<file path="config.mk">
export PLATFORM = sky130hd
export DESIGN_NAME = entropy_reader
export DESIGN_NICKNAME = d
export VERILOG_FILES = /design/src/rtl/entropy_reader.sv
export SDC_FILE = /design/constraint.sdc
export NUM_CORES = 1
export LEC_CHECK = 0
export CAP_MARGIN = 10
export CORE_AREA = 2 2 131 95
export CTS_CLUSTER_SIZE = 8
export DETAILED_ROUTE_END_ITERATION = 10
export DIE_AREA = 0 0 133 97
export GPL_ROUTABILITY_DRIVEN = 0
export SETUP_SLACK_MARGIN = 0.02
export SLEW_MARGIN = 20
export SYNTH_ARGS = -nofsm -noshare
export SYNTH_HDL_FRONTEND = slang
export SYNTH_SLANG_ARGS = --single-unit
</file>
<file path="constraint.sdc">
create_clock -name clk -period 3.1 [get_ports clk]
set_input_delay 0.31 -clock clk [delete_from_list [all_inputs] [get_ports clk]]
set_output_delay 0.31 -clock clk [all_outputs]
set_load 0.05 [all_outputs]
</file>
<file path="src/rtl/entropy_reader.sv">
// Bus initiator for the entropy core: programs the ring-oscillator controls, then samples
// the P/N banks, XOR-whitens each pair and streams packed 32-bit words with a repetition check.
module entropy_reader #(
  parameter logic [7:0]  RNG1_INIT    = 8'h55,
  parameter logic [7:0]  RNG2_INIT    = 8'haa,
  parameter logic [15:0] SAMPLE_WAIT  = 16'd64,
  parameter logic [7:0]  REPEAT_MAX   = 8'd4,
  parameter logic [7:0]  ADDR_WR_RNG1 = 8'h00,
  parameter logic [7:0]  ADDR_WR_RNG2 = 8'h01,
  parameter logic [7:0]  ADDR_RD_P    = 8'h11,
  parameter logic [7:0]  ADDR_RD_N    = 8'h12
) (
  input  logic        clk,
  input  logic        reset,
  input  logic        enable,
  output logic        cs,
  output logic        we,
  output logic [7:0]  addr,
  output logic [15:0] dwrite,
  input  logic [15:0] dread,
  output logic        out_valid,
  input  logic        out_ready,
  output logic [31:0] out_data,
  output logic        health_err,
  output logic [7:0]  debug
);

  typedef enum logic [2:0] {
    S_INIT_RNG1 = 3'd0,
    S_INIT_RNG2 = 3'd1,
    S_WAIT      = 3'd2,
    S_READ_P    = 3'd3,
    S_READ_N    = 3'd4,
    S_OUTPUT    = 3'd5
  } state_t;

  localparam logic [15:0] WAIT_RELOAD = SAMPLE_WAIT - 16'd1;

  state_t      state_reg, state_next;
  logic [15:0] wait_ctr_reg, wait_ctr_next;
  logic        half_reg, half_next;
  logic [31:0] acc_reg, acc_next;
  logic [15:0] p_reg, p_next;
  logic [15:0] last_mix_reg, last_mix_next;
  logic [7:0]  rep_ctr_reg, rep_ctr_next;
  logic        out_valid_reg, out_valid_next;
  logic [31:0] out_data_reg, out_data_next;
  logic        health_err_reg, health_err_next;

  logic [15:0] mix;
  logic [7:0]  rep_inc;

  assign mix     = p_reg ^ dread;
  assign rep_inc = (rep_ctr_reg == 8'hff) ? 8'hff : rep_ctr_reg + 8'd1;

  always_ff @(posedge clk) begin
    if (reset) begin
      state_reg      <= S_INIT_RNG1;
      wait_ctr_reg   <= 16'h0000;
      half_reg       <= 1'b0;
      acc_reg        <= 32'h0000_0000;
      p_reg          <= 16'h0000;
      last_mix_reg   <= 16'h0000;
      rep_ctr_reg    <= 8'h00;
      out_valid_reg  <= 1'b0;
      out_data_reg   <= 32'h0000_0000;
      health_err_reg <= 1'b0;
    end else begin
      state_reg      <= state_next;
      wait_ctr_reg   <= wait_ctr_next;
      half_reg       <= half_next;
      acc_reg        <= acc_next;
      p_reg          <= p_next;
      last_mix_reg   <= last_mix_next;
      rep_ctr_reg    <= rep_ctr_next;
      out_valid_reg  <= out_valid_next;
      out_data_reg   <= out_data_next;
      health_err_reg <= health_err_next;
    end
  end

  always_comb begin
    state_next      = state_reg;
    wait_ctr_next   = wait_ctr_reg;
    half_next       = half_reg;
    acc_next        = acc_reg;
    p_next          = p_reg;
    last_mix_next   = last_mix_reg;
    rep_ctr_next    = rep_ctr_reg;
    out_valid_next  = out_valid_reg;
    out_data_next   = out_data_reg;
    health_err_next = health_err_reg;
    case (state_reg)
      S_INIT_RNG1: state_next = S_INIT_RNG2;
      S_INIT_RNG2: begin
        state_next    = S_WAIT;
        wait_ctr_next = WAIT_RELOAD;
      end
      S_WAIT: begin
        // The countdown runs regardless of enable; enable only gates leaving WAIT.
        if (wait_ctr_reg != 16'h0000) begin
          wait_ctr_next = wait_ctr_reg - 16'd1;
        end else if (enable) begin
          state_next = S_READ_P;
        end
      end
      S_READ_P: begin
        p_next     = dread;
        state_next = S_READ_N;
      end
      S_READ_N: begin
        acc_next      = {acc_reg[15:0], mix};
        last_mix_next = mix;
        if (mix == last_mix_reg) begin
          rep_ctr_next = rep_inc;
          if (rep_inc == REPEAT_MAX) begin
            health_err_next = 1'b1;
          end
        end else begin
          rep_ctr_next = 8'h00;
        end
        if (!half_reg) begin
          half_next     = 1'b1;
          state_next    = S_WAIT;
          wait_ctr_next = WAIT_RELOAD;
        end else begin
          half_next      = 1'b0;
          state_next     = S_OUTPUT;
          out_data_next  = {acc_reg[15:0], mix};
          out_valid_next = 1'b1;
        end
      end
      S_OUTPUT: begin
        if (out_ready) begin
          out_valid_next = 1'b0;
          state_next     = S_WAIT;
          wait_ctr_next  = WAIT_RELOAD;
        end
      end
      default: state_next = S_INIT_RNG1;
    endcase
  end

  // Bus signals are a pure decode of the current state.
  always_comb begin
    cs     = 1'b0;
    we     = 1'b0;
    addr   = 8'h00;
    dwrite = 16'h0000;
    case (state_reg)
      S_INIT_RNG1: begin
        cs     = 1'b1;
        we     = 1'b1;
        addr   = ADDR_WR_RNG1;
        dwrite = {RNG1_INIT, 8'h00};
      end
      S_INIT_RNG2: begin
        cs     = 1'b1;
        we     = 1'b1;
        addr   = ADDR_WR_RNG2;
        dwrite = {8'h00, RNG2_INIT};
      end
      S_READ_P: begin
        cs   = 1'b1;
        addr = ADDR_RD_P;
      end
      S_READ_N: begin
        cs   = 1'b1;
        addr = ADDR_RD_N;
      end
      default: begin
        cs     = 1'b0;
        we     = 1'b0;
        addr   = 8'h00;
        dwrite = 16'h0000;
      end
    endcase
  end

  assign out_valid  = out_valid_reg;
  assign out_data   = out_data_reg;
  assign health_err = health_err_reg;
  assign debug      = {health_err_reg, 4'b0000, state_reg};

endmodule
</file>
==> results.py <==
metrics = {
    "synth": {
        "synth_enable_flop_cells": 0,
        "ys_seq_elements": 94,
        "ys_types": 55,
        "synth_most_common_cell": "dfxtp_1",
        "synth_cells": 522,
        "synth-main-ff-cell": "dfxtp_1",
        "seq_area_frac_synth": 0.413,
        "avgSynthCellArea_um2": 8.74,
        "synth_largest_area_cell": "dfxtp_1",
        "synth_area_mm2": 0.00456,
        "ys_warn_count": 0,
        "synth_common_cells": "dfxtp_1 (94), nand2_1 (82), nor2_1 (53)",
        "synth_area_leaders": "dfxtp_1 (41%), xnor3_1 (7.4%), nand2_1 (6.7%)",
        "async_reset_ff_frac": 0,
        "synth_top_area_frac": 0.413,
    },
    "detailed_routing": {
        "drt-pass1-iter-count": 4,
        "initialDrtViolationCount": 351,
        "vias": 3636,
        "wl_mm": 10.7,
        "drc": 0,
        "vias_per_cell": 4.95,
        "wl_per_cell_um": 14.5,
        "postRouteAntennaNets": 0,
    },
    "worst_setup_path": {
        "crit-reg2reg-launch": "state_reg[2]",
        "reg2regPathDepth": 6,
        "crit_start": "state_reg[1]",
        "cpPeakStageDelay_ns": 0.94,
        "crit_arrival_ns": 2.41,
        "required_ns": 2.79,
        "path_class": "reg2out",
        "crit_chain": "nor3_1 -> clkdlybuf4s50_1",
        "crit_slowest_cell": "clkdlybuf4s50_1",
        "cp_max_fo": 15,
        "start_kind": "register",
        "cp-end-kind": "output port",
        "r2r_slack_ns": 0.79,
        "crit_end": "dwrite[14]",
        "timing.rr.end": "out_data[29]",
    },
    "timing": {
        "fin_crit_ns": 2.72,
        "min_period_over_period": 0.877,
        "max_freq_mhz": 368,
        "rsz0062_at_grt": "no",
        "hold_viol": 0,
        "setup_viol": 0,
        "finalSetupTns_ns": 0,
        "fin_skew_ns": 0.00595,
        "drv_slew": 0,
        "relSlewSlack": 0.491,
        "worst_pin_slew_ns": 0.757,
    },
    "clock_tree": {
        "cts_buffers": 9,
        "cts-root-buf": "clkbuf_16",
        "tritoncts": "yes",
        "clkLatencyLatePin_ns": 0.34,
        "hold_buffers": 0,
        "clk_path_buf_depth": 2,
        "clk_pin_slew_ns": 0.06,
        "cts_htree_levels": 3,
        "cts_sinks": 94,
        "cts_setup_buffers": 0,
        "ctsResizeCount": 0,
    },
    "power": {
        "power_per_cell_area_mw_per_mm2": 786,
        "irDropWorstVdd_v": 0.000461,
        "leakage_nw": 1.88,
    },
    "floorplanning": {
        "chipHeight_um": 97,
        "design.die.area_mm2": 0.0129,
        "core_mm2": 0.0115,
        "initial_utilization": 0.396,
        "io_pins": 88,
        "die_w_um": 133,
        "placementRows": 33,
    },
    "cells_and_area": {
        "area_growth_pct": 22.1,
        "multi_input_area_mm2": 0.00240,
        "seq_area_mm2": 0.00188,
        "fillers": 1079,
        "antenna_cells": 0,
        "stdcell_count": 735,
        "final_nets": 596,
        "fin_util": 0.484,
        "largest_reg_flops": 32,
        "drive_above_1_share": 0.0606,
    },
    "place": {
        "dp_hpwl_mm": 7.62,
        "portBuffers": 70,
        "placedCellCount": 719,
    },
    "global_routing": {
        "grt_overflow": 0,
        "antenna_found_initial": 0,
        "grt_pass1_wl_mm": 17.5,
        "grt_max_degree": 49,
        "grt_pass1_vias": 3349,
        "groute.usage.overall": 0.171,
    },
    "run_status": {
        "status": "completed",
    },
    "worst_hold_path": {
        "worstHoldStart": "reset",
        "whs_path_depth": 2,
        "hold_path_class": "in2reg",
    },
    "job": {
        "maxCapViolations": 0,
    },
}
-- cells in the final DEF (no fill, tap or decap), types with 4 or more instances in the layout --
master and count:
a211oi_1 36, a21oi_1 51, a32oi_1 5, buf_4 8, clkbuf_16 9, clkdlybuf4s50_1 68
conb_1 17, dfxtp_1 94, inv_1 9, nand2_1 82, nand2b_1 5, nand3_1 12
nand4_1 8, nor2_1 53, nor3_1 8, o21ai_0 7, or3_1 10, xnor2_1 22
xnor3_1 15, xor2_1 4
-- area by class of cell --
class	instances	share of cell area
multi-input combinational	381	0.431
sequential	94	0.338
timing repair buffer	77	0.134
clock buffer	10	0.0429
tap	157	0.0353
clock inverter	6	0.0124
inverter	10	0.00674
-- power by group --
part	total, W	leakage, nW	internal, W	switching [W]
clock	0.00114	0.149	0.000653	0.000484
combinational	0.00173	0.970	0.000645	0.00109
sequential	0.00151	0.760	0.00134	0.000167
total	0.00438	1.88	0.00264	0.00174
-- cell families after synthesis --
logic type / count (synthesis) / share of synthesized area
and+or+nand+nor: 202 / 0.209
AOI/OAI and AO/OA: 116 / 0.163
DFF: 94 / 0.413
buffers and inverters: 63 / 0.0751
xor gates and xnor gates: 42 / 0.129
adders and majority gates: 3 / 0.00823
other: 1 / 0.000822
muxes: 1 / 0.00219
-- layer usage --
layer / global-route usage / part of all wire / up-vias
li1: - / - / 1891
met4: 0.0496 / 0.0083 / 0
met3: 0.0351 / 0.039 / 5
met2: 0.257 / 0.42 / 80
met5: 0 / 0 / -
met1: 0.249 / 0.53 / 1660
-- worst max-delay path, delay by kind of cell (launching register included) --
family / cells / cell delay, ns
buffers and inverters: 1 / 0.94
DFF: 1 / 0.45
and+or+nand+nor: 1 / 0.68
-- through the flow --
stage | worst slack (ns) | total power (W) | area [µm²] | hold WS [ns]
after floorplan | 0.364 | 0.00292 | 4620 | 0.446
after global placement | 0.734 | 0.00324 | 5260 | 0.446
after detailed placement | 0.724 | 0.00327 | 5260 | 0.450
after CTS | 0.348 | 0.00441 | 5570 | 0.215
after global routing | 0.244 | 0.00463 | 5570 | 0.217
final | 0.382 | 0.00438 | 5570 | 0.216
-- worst min-delay path by stage --
stage / end / slack, ns
2_1_floorplan: out_data[16] / 0.45
3_3_place_gp: out_data[26] / 0.45
3_5_place_dp: out_data[28] / 0.45
4_1_cts: out_valid / 0.21
5_1_grt: out_valid / 0.22
6_report: out_valid / 0.22
Power figures use the tool's default switching activity.
